==> src/rtl/nox_mem_arbiter.sv <==
// nox_mem_arbiter: shares one core-bus memory port between fetch (m0) and LSU (m1).
// LSU has fixed priority, and a starvation counter bounds how long fetch can lose.
// A stalled grant stays locked to its owner until the slave accepts it.
// An in-order ownership FIFO steers each slave response back to the master that issued it.
module nox_mem_arbiter #(
    parameter int unsigned ADDR_WIDTH      = 32,
    parameter int unsigned DATA_WIDTH      = 32,
    parameter int unsigned MAX_OUTSTANDING = 4,
    parameter int unsigned STARVE_LIMIT    = 8
) (
    input  logic                               clk,
    input  logic                               arst,

    // master 0 (instruction fetch)
    input  logic                               m0_req_valid_i,
    output logic                               m0_req_ready_o,
    input  logic [ADDR_WIDTH-1:0]              m0_req_addr_i,
    input  logic                               m0_req_we_i,
    input  logic [DATA_WIDTH-1:0]              m0_req_wdata_i,
    input  logic [DATA_WIDTH/8-1:0]            m0_req_wstrb_i,
    output logic                               m0_rsp_valid_o,
    input  logic                               m0_rsp_ready_i,
    output logic [DATA_WIDTH-1:0]              m0_rsp_rdata_o,
    output logic                               m0_rsp_err_o,

    // master 1 (LSU)
    input  logic                               m1_req_valid_i,
    output logic                               m1_req_ready_o,
    input  logic [ADDR_WIDTH-1:0]              m1_req_addr_i,
    input  logic                               m1_req_we_i,
    input  logic [DATA_WIDTH-1:0]              m1_req_wdata_i,
    input  logic [DATA_WIDTH/8-1:0]            m1_req_wstrb_i,
    output logic                               m1_rsp_valid_o,
    input  logic                               m1_rsp_ready_i,
    output logic [DATA_WIDTH-1:0]              m1_rsp_rdata_o,
    output logic                               m1_rsp_err_o,

    // shared slave port
    output logic                               s_req_valid_o,
    input  logic                               s_req_ready_i,
    output logic [ADDR_WIDTH-1:0]              s_req_addr_o,
    output logic                               s_req_we_o,
    output logic [DATA_WIDTH-1:0]              s_req_wdata_o,
    output logic [DATA_WIDTH/8-1:0]            s_req_wstrb_o,
    input  logic                               s_rsp_valid_i,
    output logic                               s_rsp_ready_o,
    input  logic [DATA_WIDTH-1:0]              s_rsp_rdata_i,
    input  logic                               s_rsp_err_i,

    // status
    output logic [$clog2(MAX_OUTSTANDING):0]   outstanding_o,
    output logic                               unexpected_rsp_o
);

    localparam int unsigned STRB_W   = DATA_WIDTH / 8;
    localparam int unsigned PTR_W    = $clog2(MAX_OUTSTANDING);
    localparam int unsigned CNT_W    = PTR_W + 1;
    localparam int unsigned STARVE_W = $clog2(STARVE_LIMIT + 1);

    typedef struct packed {
        logic [ADDR_WIDTH-1:0] addr;
        logic                  we;
        logic [DATA_WIDTH-1:0] wdata;
        logic [STRB_W-1:0]     wstrb;
    } req_t;

    typedef enum logic [0:0] {
        ST_UNLOCKED = 1'b0,
        ST_LOCKED   = 1'b1
    } state_t;

    // registers
    state_t               r_state;
    logic                 r_owner;
    logic [STARVE_W-1:0]  r_starve_cnt;
    logic                 r_fifo [MAX_OUTSTANDING];
    logic [PTR_W-1:0]     r_wr_ptr;
    logic [PTR_W-1:0]     r_rd_ptr;
    logic [CNT_W-1:0]     r_count;
    logic                 r_unexpected;

    // combinational nets
    state_t               w_state_nxt;
    logic                 w_owner_nxt;
    logic [STARVE_W-1:0]  w_starve_nxt;
    logic [CNT_W-1:0]     w_count_nxt;
    logic                 w_full;
    logic                 w_empty;
    logic                 w_starved;
    logic                 w_winner;
    logic                 w_win_valid;
    logic                 w_grant;
    logic                 w_push;
    logic                 w_pop;
    logic                 w_head;
    req_t                 w_m0_req;
    req_t                 w_m1_req;
    req_t                 w_s_req;

    assign w_full    = (r_count == CNT_W'(MAX_OUTSTANDING));
    assign w_empty   = (r_count == CNT_W'(0));
    assign w_starved = (r_starve_cnt == STARVE_W'(STARVE_LIMIT));
    assign w_head    = r_fifo[r_rd_ptr];

    assign w_m0_req = '{addr: m0_req_addr_i, we: m0_req_we_i,
                        wdata: m0_req_wdata_i, wstrb: m0_req_wstrb_i};
    assign w_m1_req = '{addr: m1_req_addr_i, we: m1_req_we_i,
                        wdata: m1_req_wdata_i, wstrb: m1_req_wstrb_i};

    // Winner select: the locked owner, else LSU unless fetch has starved
    always_comb begin
        w_winner = 1'b0;
        if (r_state == ST_LOCKED) begin
            w_winner = r_owner;
        end else if (m0_req_valid_i && m1_req_valid_i) begin
            w_winner = ~w_starved;
        end else if (m1_req_valid_i) begin
            w_winner = 1'b1;
        end
    end

    // Request mux; a full FIFO blocks both the slave valid and the master readies
    always_comb begin
        w_win_valid    = w_winner ? m1_req_valid_i : m0_req_valid_i;
        w_s_req        = w_winner ? w_m1_req : w_m0_req;
        s_req_valid_o  = w_win_valid & ~w_full;
        w_grant        = s_req_valid_o & s_req_ready_i;
        m0_req_ready_o = w_grant & ~w_winner;
        m1_req_ready_o = w_grant & w_winner;
        w_push         = w_grant;
        s_req_addr_o   = w_s_req.addr;
        s_req_we_o     = w_s_req.we;
        s_req_wdata_o  = w_s_req.wdata;
        s_req_wstrb_o  = w_s_req.wstrb;
    end

    // Lock FSM next state: hold the grant on a stalled request until it is accepted
    always_comb begin
        w_state_nxt = r_state;
        w_owner_nxt = r_owner;
        case (r_state)
            ST_UNLOCKED: begin
                if (s_req_valid_o && !s_req_ready_i) begin
                    w_state_nxt = ST_LOCKED;
                    w_owner_nxt = w_winner;
                end
            end
            ST_LOCKED: begin
                if (w_push) begin
                    w_state_nxt = ST_UNLOCKED;
                end
            end
            default: begin
                w_state_nxt = ST_UNLOCKED;
            end
        endcase
    end

    // Lock FSM state register
    always_ff @(posedge clk or negedge arst) begin
        if (!arst) begin
            r_state <= ST_UNLOCKED;
            r_owner <= 1'b0;
        end else begin
            r_state <= w_state_nxt;
            r_owner <= w_owner_nxt;
        end
    end

    // Starvation counter: counts fetch cycles spent waiting, saturating at the limit
    always_comb begin
        w_starve_nxt = r_starve_cnt;
        if (!m0_req_valid_i || (w_push && !w_winner)) begin
            w_starve_nxt = STARVE_W'(0);
        end else if (!w_starved) begin
            w_starve_nxt = r_starve_cnt + STARVE_W'(1);
        end
    end

    // Starvation counter register
    always_ff @(posedge clk or negedge arst) begin
        if (!arst) begin
            r_starve_cnt <= STARVE_W'(0);
        end else begin
            r_starve_cnt <= w_starve_nxt;
        end
    end

    // Response steering to the FIFO head owner; nothing is routed while the FIFO is empty
    always_comb begin
        m0_rsp_valid_o = ~w_empty & ~w_head & s_rsp_valid_i;
        m1_rsp_valid_o = ~w_empty &  w_head & s_rsp_valid_i;
        m0_rsp_err_o   = ~w_empty & ~w_head & s_rsp_err_i;
        m1_rsp_err_o   = ~w_empty &  w_head & s_rsp_err_i;
        m0_rsp_rdata_o = s_rsp_rdata_i;
        m1_rsp_rdata_o = s_rsp_rdata_i;
        s_rsp_ready_o  = ~w_empty & (w_head ? m1_rsp_ready_i : m0_rsp_ready_i);
        w_pop          = s_rsp_valid_i & s_rsp_ready_o;
    end

    // Occupancy next value; a simultaneous push and pop leaves it unchanged
    always_comb begin
        w_count_nxt = r_count;
        case ({w_push, w_pop})
            2'b10:   w_count_nxt = r_count + CNT_W'(1);
            2'b01:   w_count_nxt = r_count - CNT_W'(1);
            default: w_count_nxt = r_count;
        endcase
    end

    // Ownership FIFO storage and pointers; pointers wrap naturally at the power-of-2 depth
    always_ff @(posedge clk or negedge arst) begin
        if (!arst) begin
            for (int i = 0; i < int'(MAX_OUTSTANDING); i++) begin
                r_fifo[i] <= 1'b0;
            end
            r_wr_ptr <= PTR_W'(0);
            r_rd_ptr <= PTR_W'(0);
            r_count  <= CNT_W'(0);
        end else begin
            if (w_push) begin
                r_fifo[r_wr_ptr] <= w_winner;
                r_wr_ptr         <= r_wr_ptr + PTR_W'(1);
            end
            if (w_pop) begin
                r_rd_ptr <= r_rd_ptr + PTR_W'(1);
            end
            r_count <= w_count_nxt;
        end
    end

    // Sticky flag for a slave response that arrives while no request is outstanding
    always_ff @(posedge clk or negedge arst) begin
        if (!arst) begin
            r_unexpected <= 1'b0;
        end else if (s_rsp_valid_i && w_empty) begin
            r_unexpected <= 1'b1;
        end
    end

    assign outstanding_o    = r_count;
    assign unexpected_rsp_o = r_unexpected;

endmodule

==> config.mk <==
export PLATFORM = sky130hd
export DESIGN_NAME = nox_mem_arbiter
export DESIGN_NICKNAME = d
export VERILOG_FILES = /design/src/rtl/nox_mem_arbiter.sv
export SDC_FILE = /design/constraint.sdc
export NUM_CORES = 1
export LEC_CHECK = 0
export CORE_AREA = 2 2 124 126
export CTS_BUF_LIST = sky130_fd_sc_hd__clkbuf_4 sky130_fd_sc_hd__clkbuf_8 sky130_fd_sc_hd__clkbuf_16
export CTS_CLUSTER_DIAMETER = 100
export DETAILED_ROUTE_END_ITERATION = 16
export DIE_AREA = 0 0 126 128
export SLEW_MARGIN = 20
export SYNTH_ARGS = -nofsm -noshare
export SYNTH_HDL_FRONTEND = slang
export SYNTH_SLANG_ARGS = --single-unit
==> constraint.sdc <==
create_clock -name clk -period 2.7 [get_ports clk]
set_clock_uncertainty 0.2 [all_clocks]
set_input_delay 0.27 -clock clk [delete_from_list [all_inputs] [get_ports clk]]
set_output_delay 0.27 -clock clk [all_outputs]
set_load 0.01 [all_outputs]
After elaboration in Yosys (flattened, before gate mapping)
Cells that the tools add are included. W data, S select, Z words.

Bits of input ports: 179. Logic and storage cells: 74. Register bits: 18.

Reduce and logical (&&, ||, !) cells: 12. $lt $le $gt $ge: 3. Bitwise logic cells: 20. Muxes and demuxes: 18. Add/subtract/negate cells: 5. Equal/unequal tests: 5.

Operator list (count): $mux W69 (1); $and A1 B1 Y1 (12); $mux W1 (10); $mux W4 (2); $ge A3 B3 Y1 const B (2); $not A1 Y1 (6); $not A2 Y3 (2); $pmux W3 S2 (1); $logic_and A1 B1 Y1 (5); $add A2 B1 Y2 const B (2); $add A4 B1 Y4 const B (1); $bwmux W4 (1); $eq A4 B4 Y1 const B (1); $add A3 B1 Y3 const B (1); $eq A3 B3 Y1 const B (1); $logic_not A1 Y1 (3); $logic_not A3 Y1 (1); $lt A3 B1 Y1 const B (1); $sub A3 B1 Y3 const B (1); $bmux W1 S2 (1); $demux W1 S2 (1); $eq A2 B1 Y1 const B (1); $eq A2 B2 Y1 const B (1); $ne A2 B1 Y1 const B (1); 4 further kinds (4).

Logic depth before layout (Yosys ltp)
Gate-level depths: netlist of run 1.

Word-level depth: 10. Mapped depth: 9. Gate-level depth less buffers: 9.

Worst setup path before layout of run 1
No wires, ideal clock.

Kind: reg-to-reg. Start: register with a tool-made name. End: register r_count[2], in the netlist outstanding_o[2]. Library setup time: 0.128 ns. Setup slack: 0.252 ns. Path buffers: 1. Data arrival time: 2.120 ns. Data required time: 2.372 ns. Cell stages (with the launch flop): 9. Cell sequence: dfrtp_1 -> a21bo_1 -> a2111o_1 -> buf_6 -> ha_1 -> fa_1 -> xnor2_1 -> nor2_1 -> xor2_1.

RTL lines: end signal, assigned (line 228) `r_count <= w_count_nxt;`; end, declared (line 79) `logic [CNT_W-1:0] r_count;`.

Worst setup path after layout of run 1
Start: register r_starve_cnt[1]. End: output s_req_addr_o[16].

Longest elaborated chain between the ends: 5.

RTL lines: start, declared (line 75) `logic [STARVE_W-1:0] r_starve_cnt;`; start signal, assigned (line 185) `r_starve_cnt <= w_starve_nxt;`; $eq A4 B4 Y1 (line 102) `assign w_starved = (r_starve_cnt == STARVE_W'(STARVE_LIMIT));`; $not A1 Y1 (line 116) `w_winner = ~w_starved;`; $mux W1 (line 115) `end else if (m0_req_valid_i && m1_req_valid_i) begin`; $mux W1 (line 113) `if (r_state == ST_LOCKED) begin`; $mux W69 (line 125) `w_s_req = w_winner ? w_m1_req : w_m0_req;`; end, declared (line 41) `output logic [ADDR_WIDTH-1:0] s_req_addr_o,`.

No other way between the ends.

==> results of run 1 <==
[sequential cells by signal, summed over array words and instances (netlist names), named ones only]
register and cells:
r_rd_ptr 2, outstanding_o 3, r_wr_ptr 2, unexpected_rsp_o 1, r_starve_cnt 4, r_owner 1
r_fifo 4
[path summary, 6_finish.rpt]
| kind | start | endpoint | slack [ns] | cells after the start |
|---|---|---|---|---|
| worst max register to register | outstanding_o[2]$_DFFE_PN0P_ | outstanding_o[2]$_DFFE_PN0P_ | 0.12 | 8 |
| min in group asynchronous | arst | outstanding_o[2]$_DFFE_PN0P_ | 0.31 | 1 |
| worst max-delay path | r_starve_cnt[1]$_DFFE_PN0P_ | s_req_addr_o[16] | -0.04 | 9 |
| worst min register to register | unexpected_rsp_o$_DFFE_PN0P_ | unexpected_rsp_o$_DFFE_PN0P_ | 0.27 | 1 |
| max in group asynchronous | arst | outstanding_o[1]$_DFFE_PN0P_ | 1.46 | 1 |
| worst min-delay path | unexpected_rsp_o$_DFFE_PN0P_ | unexpected_rsp_o$_DFFE_PN0P_ | 0.27 | 1 |
[where the power goes]
group / leakage [nW] / switching (mW) / internal, mW / total [mW]
clock network: 0.0442 / 0.102 / 0.225 / 0.327
registers: 0.217 / 0.108 / 0.386 / 0.493
logic: 2.03 / 1.59 / 2.48 / 4.07
[Yosys cell counts, types with 2 or more instances]
cell / number
buf_4: 69
mux2_2: 68
dfrtp_1: 18
nor2_1: 13
inv_1: 10
ha_1: 7
mux2_1: 7
mux2i_1: 6
nand2_1: 4
xnor2_1: 4
xor2_1: 4
buf_2: 3
nor2_4: 3
nor3b_1: 3
a21oi_1: 2
nor3_1: 2
[critical path: stages (launching register included)]
cell,delay [ns]
dfrtp_1,0.35
inv_2,0.06
ha_4,0.15
and4b_2,0.24
o31ai_4,0.31
buf_12,0.19
buf_16,0.13
clkbuf_16,0.15
mux2_4,0.30
buf_6,0.12
[cell families after synthesis]
group           Yosys count
mux                      82
fa+ha+maj                 8
compound gates           10
buf+inv                  83
simple gates             33
flops                    18
xor+xnor                  8
[cell type report]
type | instances | area (um2) | share of cell area [%]
Timing Repair Buffer | 258 | 2720 | 53.1
Tap cell | 188 | 235 | 4.59
Clock buffer | 4 | 88.8 | 1.73
Sequential cell | 18 | 450 | 8.80
Inverter | 10 | 37.5 | 0.733
Multi-Input combinational cell | 141 | 1590 | 31.0
[per-stage QoR]
step	setup WS, ns	cells	instance area (um2)	power [mW]	hold slack, ns
after floorplan	0.252	242	2410	2.11	-0.226
after global placement	-0.288	598	4520	3.60	0.249
after detailed placement	-0.316	598	4520	3.65	0.257
after CTS	-0.115	616	4820	4.65	0.274
after global routing	-0.129	619	5120	5.19	0.298
final	-0.0432	619	5120	4.89	0.271
[repair_timing]
| action | 4_1_cts | 5_1_grt |
|---|---|---|
| pin swaps | 1 | 2 |
| setup buffers | 7 | 9 |
| endpoints found under the setup margin | 71 | 71 |
| hold buffers | 0 | 0 |
| gates resized for setup | 333 | 83 |
| cloned | 7 | 1 |
| hold endpoints to repair | 0 | 0 |
[layer usage]
metal,track usage (%),vias up,part of all wire [%],wire length [um]
met4,2.00,0,0.68,97
li1,-,1145,-,-
met2,22.7,142,42,6020
met1,21.9,1128,44,6220
met5,0,-,0,0
met3,8.56,12,13,1890
==> summary.txt, run 1 <==
Status -> finished, violations left
Failing checks -> setup timing
Compound-cell area share of the yosys netlist -> 3.69%
CP Max Fanout -> 7
Leakage power -> 2.30 nW
Starting Density -> 16.2%
DP Wirelength -> 11500 um
CTS tree -> done
Final ANT Viol Nets -> 0
Die footprint -> 16100 um2
Largest family of logic cells by synthesized area -> multiplexers
WS Path Type -> register to primary output
Crit share post-route -> 102%
Final Critical Period -> 2.74 ns
Initial DRC Count -> 104
Clock buffer count from CTS -> 3
Asr flop ratio synth -> 100%
Synth Warn # -> 0
CTS H-tree lvls -> 1
Setup-failing EPs final -> 17
# nets final -> 619
Pwr dens -> 956 nW/um2
Seq cells post-synth -> 18
Commonest non-fill, non-tap cell in the layout -> clkdlybuf4s50_1
Die Ht -> 128 um
Share of cells above drive strength 1 -> 43.2%
Seq/Total Area, Yosys -> 18.7%
Clk sinks -> 18
RSZ-0062 raised after global routing -> true
Final Util -> 34.5%
Root Buffer -> clkbuf_16
Syn Std Cell Area -> 2410 um2
Vias in the first global route -> 2570
Ant diodes -> 0
Slew @ Worst Pin -> 0.853 ns
Syn Nets -> 429
Distinct cell type count after synthesis -> 35
Arrival time at the worst endpoint -> 2.27 ns
Post-synthesis area per instance -> 9.94 um2
Initial antenna violation count -> 0
Synth area leader -> mux2_2
Via count -> 2427
EDFF count, synth -> 0
CP Capture Type -> primary output
Top cells by area, synth -> mux2_2 (32%), buf_4 (22%), dfrtp_1 (19%)
Post-synth top area share -> 31.8%
Commonest cells after routing, fill and taps aside -> clkdlybuf4s50_1 (155), buf_6 (61), mux2_4 (55), buf_4 (20), dfrtp_1 (18)
Final wirelength -> 14200 um
Peak VDD IR -> 0.000499 V
Syn Inst Count -> 242
DRC viols -> 0
PortBufs -> 227
Fmax -> 365 MHz
Data required time of the worst path -> 2.23 ns
Top Ports -> 324
GRT overflow -> 0
Slew margin rel. -> 42.9%
Overall Global Routing Usage -> 16.0%
Top FF cell, synth -> dfrtp_1
Simple-Gate Fraction of Synth Area -> 7.80%
WL/cell -> 23.0 um
Share of synthesized area spent on multiplexers -> 38.2%
Wire length of the first global-routing pass -> 18800 um
DR vias/cell -> 3.92
Fillers -> 1551
Synth Area in Adders -> 4.47%
Synth Area in XOR/XNOR -> 2.91%
Worst Setup Slack, final -> -0.0432 ns
CTS Buffer Depth -> 2
Pin count of the biggest net entering global routing -> 19
Worst setup SP type -> register
Core ar. -> 14900 um2
Min-Delay Path Class -> register to register
Setup TNS -> -0.410 ns
Area Growth Syn to Fin -> 113%
Total of max-cap violations -> 0
Die width -> 126 um
RePlAce Congestion -> 0.765
Fin. Hold Viols -> 0
Length of the first detailed-routing pass in iterations -> 4
Clock Latency Late Sink -> 0.25 ns
Final Max Slew Viols -> 0
Clock Pin Slew Worst Setup and Hold Paths -> 0.05 ns
Rows -> 45
(Power assumes the default switching activity.)
==> run 2, diff against run 1 <==
--- a/config.mk
+++ b/config.mk
@@ -10,6 +10,7 @@
 export CTS_CLUSTER_DIAMETER = 100
 export DETAILED_ROUTE_END_ITERATION = 16
 export DIE_AREA = 0 0 126 128
+export GPL_TIMING_DRIVEN = 1
 export SLEW_MARGIN = 20
 export SYNTH_ARGS = -nofsm -noshare
 export SYNTH_HDL_FRONTEND = slang
==> results of run 2 <==
Same layout as run 1: the final DEF is identical, and so are final timing and power.
==> run 3, diff against run 2 <==
--- a/config.mk
+++ b/config.mk
@@ -5,6 +5,7 @@
 export SDC_FILE = /design/constraint.sdc
 export NUM_CORES = 1
 export LEC_CHECK = 0
+export ABC_CLOCK_PERIOD_IN_PS = 2700
 export CORE_AREA = 2 2 124 126
 export CTS_BUF_LIST = sky130_fd_sc_hd__clkbuf_4 sky130_fd_sc_hd__clkbuf_8 sky130_fd_sc_hd__clkbuf_16
 export CTS_CLUSTER_DIAMETER = 100
==> results of run 3 <==
Same layout as run 1: the final DEF is identical, and so are final timing and power.
==> edit 1, RTL diff (settings of run 3) <==
Change the parameter `MAX_OUTSTANDING` from 4 to 8.
--- a/src/rtl/nox_mem_arbiter.sv
+++ b/src/rtl/nox_mem_arbiter.sv
@@ -6,5 +6,5 @@
     parameter int unsigned ADDR_WIDTH      = 32,
     parameter int unsigned DATA_WIDTH      = 32,
-    parameter int unsigned MAX_OUTSTANDING = 4,
+    parameter int unsigned MAX_OUTSTANDING = 8,
     parameter int unsigned STARVE_LIMIT    = 8
 ) (
Ports: changed (resized outstanding_o); port bits go from 324 to 325. The function was not compared with the original's and may differ.
==> edit 1 against run 3 <==
  * The run still ends with negative setup slack left
  * Global-route usage is 2.5 points lower
  * Total power increased by 0.14%
  * Final area increased by 2.5%
  * Worst setup slack worse by 0.018 ns
  * Area after synthesis rose by 12%
  * Non-clock buffer count up 9
  * Sequential cell count is 7 higher
  * Wire length fell by 21%
  * Critical endpoint is now outstanding_o[3]
  * Largest cell class unchanged
  * Highest routed layer unchanged
==> edit 1: results (changes against run 3) <==
Status - finished, violations left (unchanged)
Violated checks - negative setup slack (unchanged)
Library cells used by synthesis - 36 (was 35)
Post-synth top cells - mux2_2, buf_4, dfrtp_1 (was buf_4, mux2_2, dfrtp_1)
Non-Filler Instances - 648 (was 619)
Syn Nets - 453 (was 429)
Post-Route WL - 11.3 mm (was 14.2 mm)
FF-to-FF End - outstanding_o[3] (was outstanding_o[2])
Met1 usage - 15.4% (was 21.9%)
Grt met2 use - 23.8% (was 22.7%)
Crit Path Max Fanout - 3 (was 7)
Kind of critical path - reg2reg (was reg2out)
Worst Path Arrival - 2.71 ns (was 2.27 ns)
Largest cells by area after synthesis - mux2_2, dfrtp_1, buf_4, ha_1, xnor2_1 (was mux2_2, buf_4, dfrtp_1, ha_1, mux2_1)
Final hold slack - 0.185 ns (was 0.271 ns)
Max reg flops - 8
First-pass GRT wire length - 16.8 mm (was 18.8 mm)
Worst vdd ir - 0.298 mV (was 0.499 mV)
Internal power - 3110 µW (was 3090 µW)
Routability cong. - 0.830 (was 0.765)
Max_slew headroom - 73.2% (was 42.9%)
Seq/Total Area, Yosys - 23.2% (was 18.7%)
WL met3 - 1.11 mm (was 1.89 mm)
Sequential share of power - 14.6% (was 10.1%)
Layout Nets - 648 (was 619)
Final setup fails - 2 (was 17)
Vias in the first global route - 2944 (was 2570)
Worst setup margin - -0.0615 ns (was -0.0432 ns)
Worst Setup SP - r_rd_ptr[0] (was r_starve_cnt[1])
FF-to-FF path depth - 10 (was 8)
Port Buffer Count - 228 (was 227)
Post-place setup slack - -0.116 ns (was -0.316 ns)
Metal-1 WL - 4.22 mm (was 6.22 mm)
Routing usage on met3 - 4.84% (was 8.56%)
Largest net degree at the start of global routing - 26 (was 19)
Placement Cell Area - 4880 µm² (was 4520 µm²)
Worst hold path type - in2async (was reg2reg)
Largest register by flop count - r_fifo
All-layer global routing usage - 13.5% (was 16.0%)
FF-to-FF Start - r_rd_ptr[0] (was outstanding_o[2])
Cell area power density - 933 nW/µm² (was 956 nW/µm²)
Number of DRC markers in iteration 0 - 38 (was 104)
Leak - 0.00222 µW (was 0.00230 µW)
Detailed placement HPWL - 9.14 mm (was 11.5 mm)
Syn Inst Count - 266 (was 242)
Metal2 WL - 5.79 mm (was 6.02 mm)
## edit 1: changes by cell type in the layout (fill, tap and decap cells not counted), sizes merged, moves of 2 or more
cell and delta:
buf +11, dfrtp +7, mux2 +5, nor2 -5
clkbuf -4, nand3 +3, dlygate4sd2 +2, inv -2
mux4 +2, nand2 +2, nor2b +2, o31ai -2
xnor2 +2
## edit 1: cell type report
type	count	area, µm²
Clock buffer	3	75.1
Clock inverter	1	7.51
Fill cell	1568	9610
Inverter	8	30.0
Multi-Input combinational cell	156	1600
Sequential cell	25	626
Tap cell	188	235
Timing Repair Buffer	267	2680
## edit 1: cells by family (layout without fill, tap and decap cells)
group | after synthesis | count (layout) | share of synthesized area, %
flops | 25 | 25 | 23.2
fa+ha+maj | 8 | 8 | 3.99
simple gates | 40 | 40 | 8.21
xor+xnor | 11 | 11 | 3.57
buf+inv | 85 | 279 | 21.2
compound gates | 9 | 9 | 2.37
mux | 88 | 88 | 37.5
==> edit 2, RTL diff (settings of run 3) <==
Without the edit above. Make the reset (`arst`) synchronous in 4 clocked blocks.
--- a/src/rtl/nox_mem_arbiter.sv
+++ b/src/rtl/nox_mem_arbiter.sv
@@ -158,5 +158,5 @@
 
     // Lock FSM state register
-    always_ff @(posedge clk or negedge arst) begin
+    always_ff @(posedge clk) begin
         if (!arst) begin
             r_state <= ST_UNLOCKED;
@@ -179,5 +179,5 @@
 
     // Starvation counter register
-    always_ff @(posedge clk or negedge arst) begin
+    always_ff @(posedge clk) begin
         if (!arst) begin
             r_starve_cnt <= STARVE_W'(0);
@@ -210,5 +210,5 @@
 
     // Ownership FIFO storage and pointers; pointers wrap naturally at the power-of-2 depth
-    always_ff @(posedge clk or negedge arst) begin
+    always_ff @(posedge clk) begin
         if (!arst) begin
             for (int i = 0; i < int'(MAX_OUTSTANDING); i++) begin
@@ -231,5 +231,5 @@
 
     // Sticky flag for a slave response that arrives while no request is outstanding
-    always_ff @(posedge clk or negedge arst) begin
+    always_ff @(posedge clk) begin
         if (!arst) begin
             r_unexpected <= 1'b0;
Check against the original RTL: differs if arst is asserted again (counterexample within 4 cycles, from zero or initial values and one cycle with arst low); with arst held inactive, the same outputs for 4 cycles.
==> edit 2 against run 3 <==
  * Largest cell class unchanged
  * Cell count is 2.6% higher
  * Count of clock-buffer cells in the layout stayed put
  * First-iteration DRC count is 51% lower
  * Final area is 8.6% lower
  * Sequential cell count is 2 higher
  * Area after synthesis is 3.7% lower
  * Non-clock buffer count is 2 higher
  * Global-route usage is 4.0 points lower
  * Wire length is 24% lower
  * Worst setup slack better by 0.087 ns
Power is not compared: it rests on default switching activity, and its combinational part moved more than twofold at a synthesized area within 25%.
==> edit 2: results (changes against run 3) <==
Status - finished, final reports clean (was finished, violations left)
Worst Setup EP - outstanding_o[2] (was s_req_addr_o[16])
DR WL/cell - 16.9 µm (was 23.0 µm)
Number of DRC markers in iteration 0 - 51 (was 104)
Async SR Flop Fraction - 0% (was 100%)
Final hold slack - 0.261 ns (was 0.271 ns)
Max incr delay on CP - 0.56 ns (was 0.35 ns)
Top FF cell, synth - dfxtp_1 (was dfrtp_1)
Largest cells by area after synthesis - mux2_2, buf_4, dfxtp_1, mux2i_1, nor2_1 (was mux2_2, buf_4, dfrtp_1, ha_1, mux2_1)
Seq/Total Area, Yosys - 17.7% (was 18.7%)
Area share of fa/ha/maj cells after synthesis - 2.48% (was 4.47%)
Crit Path Max Fanout - 2 (was 7)
Syn Inst Count - 256 (was 242)
Via count - 2460 (was 2427)
FF-to-FF path depth - 9 (was 8)
Placed Cells - 621 (was 598)
WHS Endpoint - r_fifo[1] (was unexpected_rsp_o)
Post-place setup slack - -0.494 ns (was -0.316 ns)
Initial antenna violation count - 1 (was 0)
Placement Cell Area - 4520 µm² (unchanged)
Clock Tree Root - clkbuf_16 (unchanged)
Final period util - 98.4% (was 102%)
Metal-1 WL - 4.35 mm (was 6.22 mm)
Vias in the first global route - 2633 (was 2570)
R2R Setup Slk - 0.04 ns (was 0.12 ns)
Worst Path Arrival - 2.64 ns (was 2.27 ns)
Fill cell count - 1611 (was 1551)
Hold depth - 2 (was 1)
Max_slew headroom - 70.9% (was 42.9%)
H-tree levels - 1 (unchanged)
Mux share of post-synthesis cell area - 38.4% (was 38.2%)
DR top layer - met5 (was met4)
First-pass GRT wire length - 14.9 mm (was 18.8 mm)
Hold Crit Start - r_fifo[1] (was unexpected_rsp_o)
WL met3 - 1.01 mm (was 1.89 mm)
Non-Filler Instances - 635 (was 619)
All-layer global routing usage - 12.0% (was 16.0%)
Post-synth top cells - mux2_2, buf_4, dfxtp_1 (was buf_4, mux2_2, dfrtp_1)
Largest net degree at the start of global routing - 14 (was 19)
Ant diodes - 0 (unchanged)
Kind of critical path - reg2reg (was reg2out)
Detailed placement HPWL - 9.36 mm (was 11.5 mm)
Syn Nets - 439 (was 429)
Layout cell share with drive strength beyond 1 - 34.7% (was 43.2%)
Max Root-Sink Buffers - 2 (unchanged)
Clock slew at reported path FFs - 0.05 ns (about the same)
Post-synthesis compound-gate area fraction - 4.48% (was 3.69%)
Library cells used by synthesis - 34 (was 35)
EDFF count, synth - 1 (was 0)
Met1 usage - 14.1% (was 21.9%)
Cell family contributing the most delay on the critical path - multiplexers (was buffers and inverters)
Worst vdd ir - 0.182 mV
Layout Nets - 631 (was 619)
Xor/xnor share of the synthesized area - 1.51% (was 2.91%)
Metal2 WL - 5.28 mm (was 6.02 mm)
Slowest CP cell - mux4_2 (was dfrtp_1)
Routing usage on met3 - 4.34% (was 8.56%)
Grt met2 use - 21.3% (was 22.7%)
Multi-input gate area - 1390 µm² (was 1590 µm²)
Routability cong. - 0.803 (was 0.765)
==> edit 2: changes by cell type after synthesis, moves of 4 or more <==
cell      change
dfxtp_1      +19
dfrtp_1      -18
nand2_1      +10
mux2_1        -7
a21oi_1       +5
buf_2         +5
buf_4         -5
ha_1          -4
nand2b_1      +4
o21ai_0       +4
==> edit 2: cell families (layout without fill, tap and decap cells) <==
group / Yosys count / after routing
XOR/XNOR: 4 / 4
buffers and inverters: 82 / 273
flip-flops: 20 / 20
adder cells (fa/ha/maj): 4 / 4
AND/OR/NAND/NOR: 52 / 52
AO/OA/AOI/OAI: 15 / 15
multiplexers: 79 / 79
==> edit 2: layout make-up <==
cell class | count | area share, %
Clock buffer | 4 | 1.90
Timing Repair Buffer | 260 | 53.9
Sequential cell | 20 | 8.79
Tap cell | 188 | 5.02
Inverter | 9 | 0.721
Multi-Input combinational cell | 154 | 29.7
==> edit 2: repair_timing <==
item	in CTS	in global routing
buffers inserted	3	3
pin swaps	6	1
setup endpoints to repair	72	70
gates cloned	2	2
resized for setup	116	80
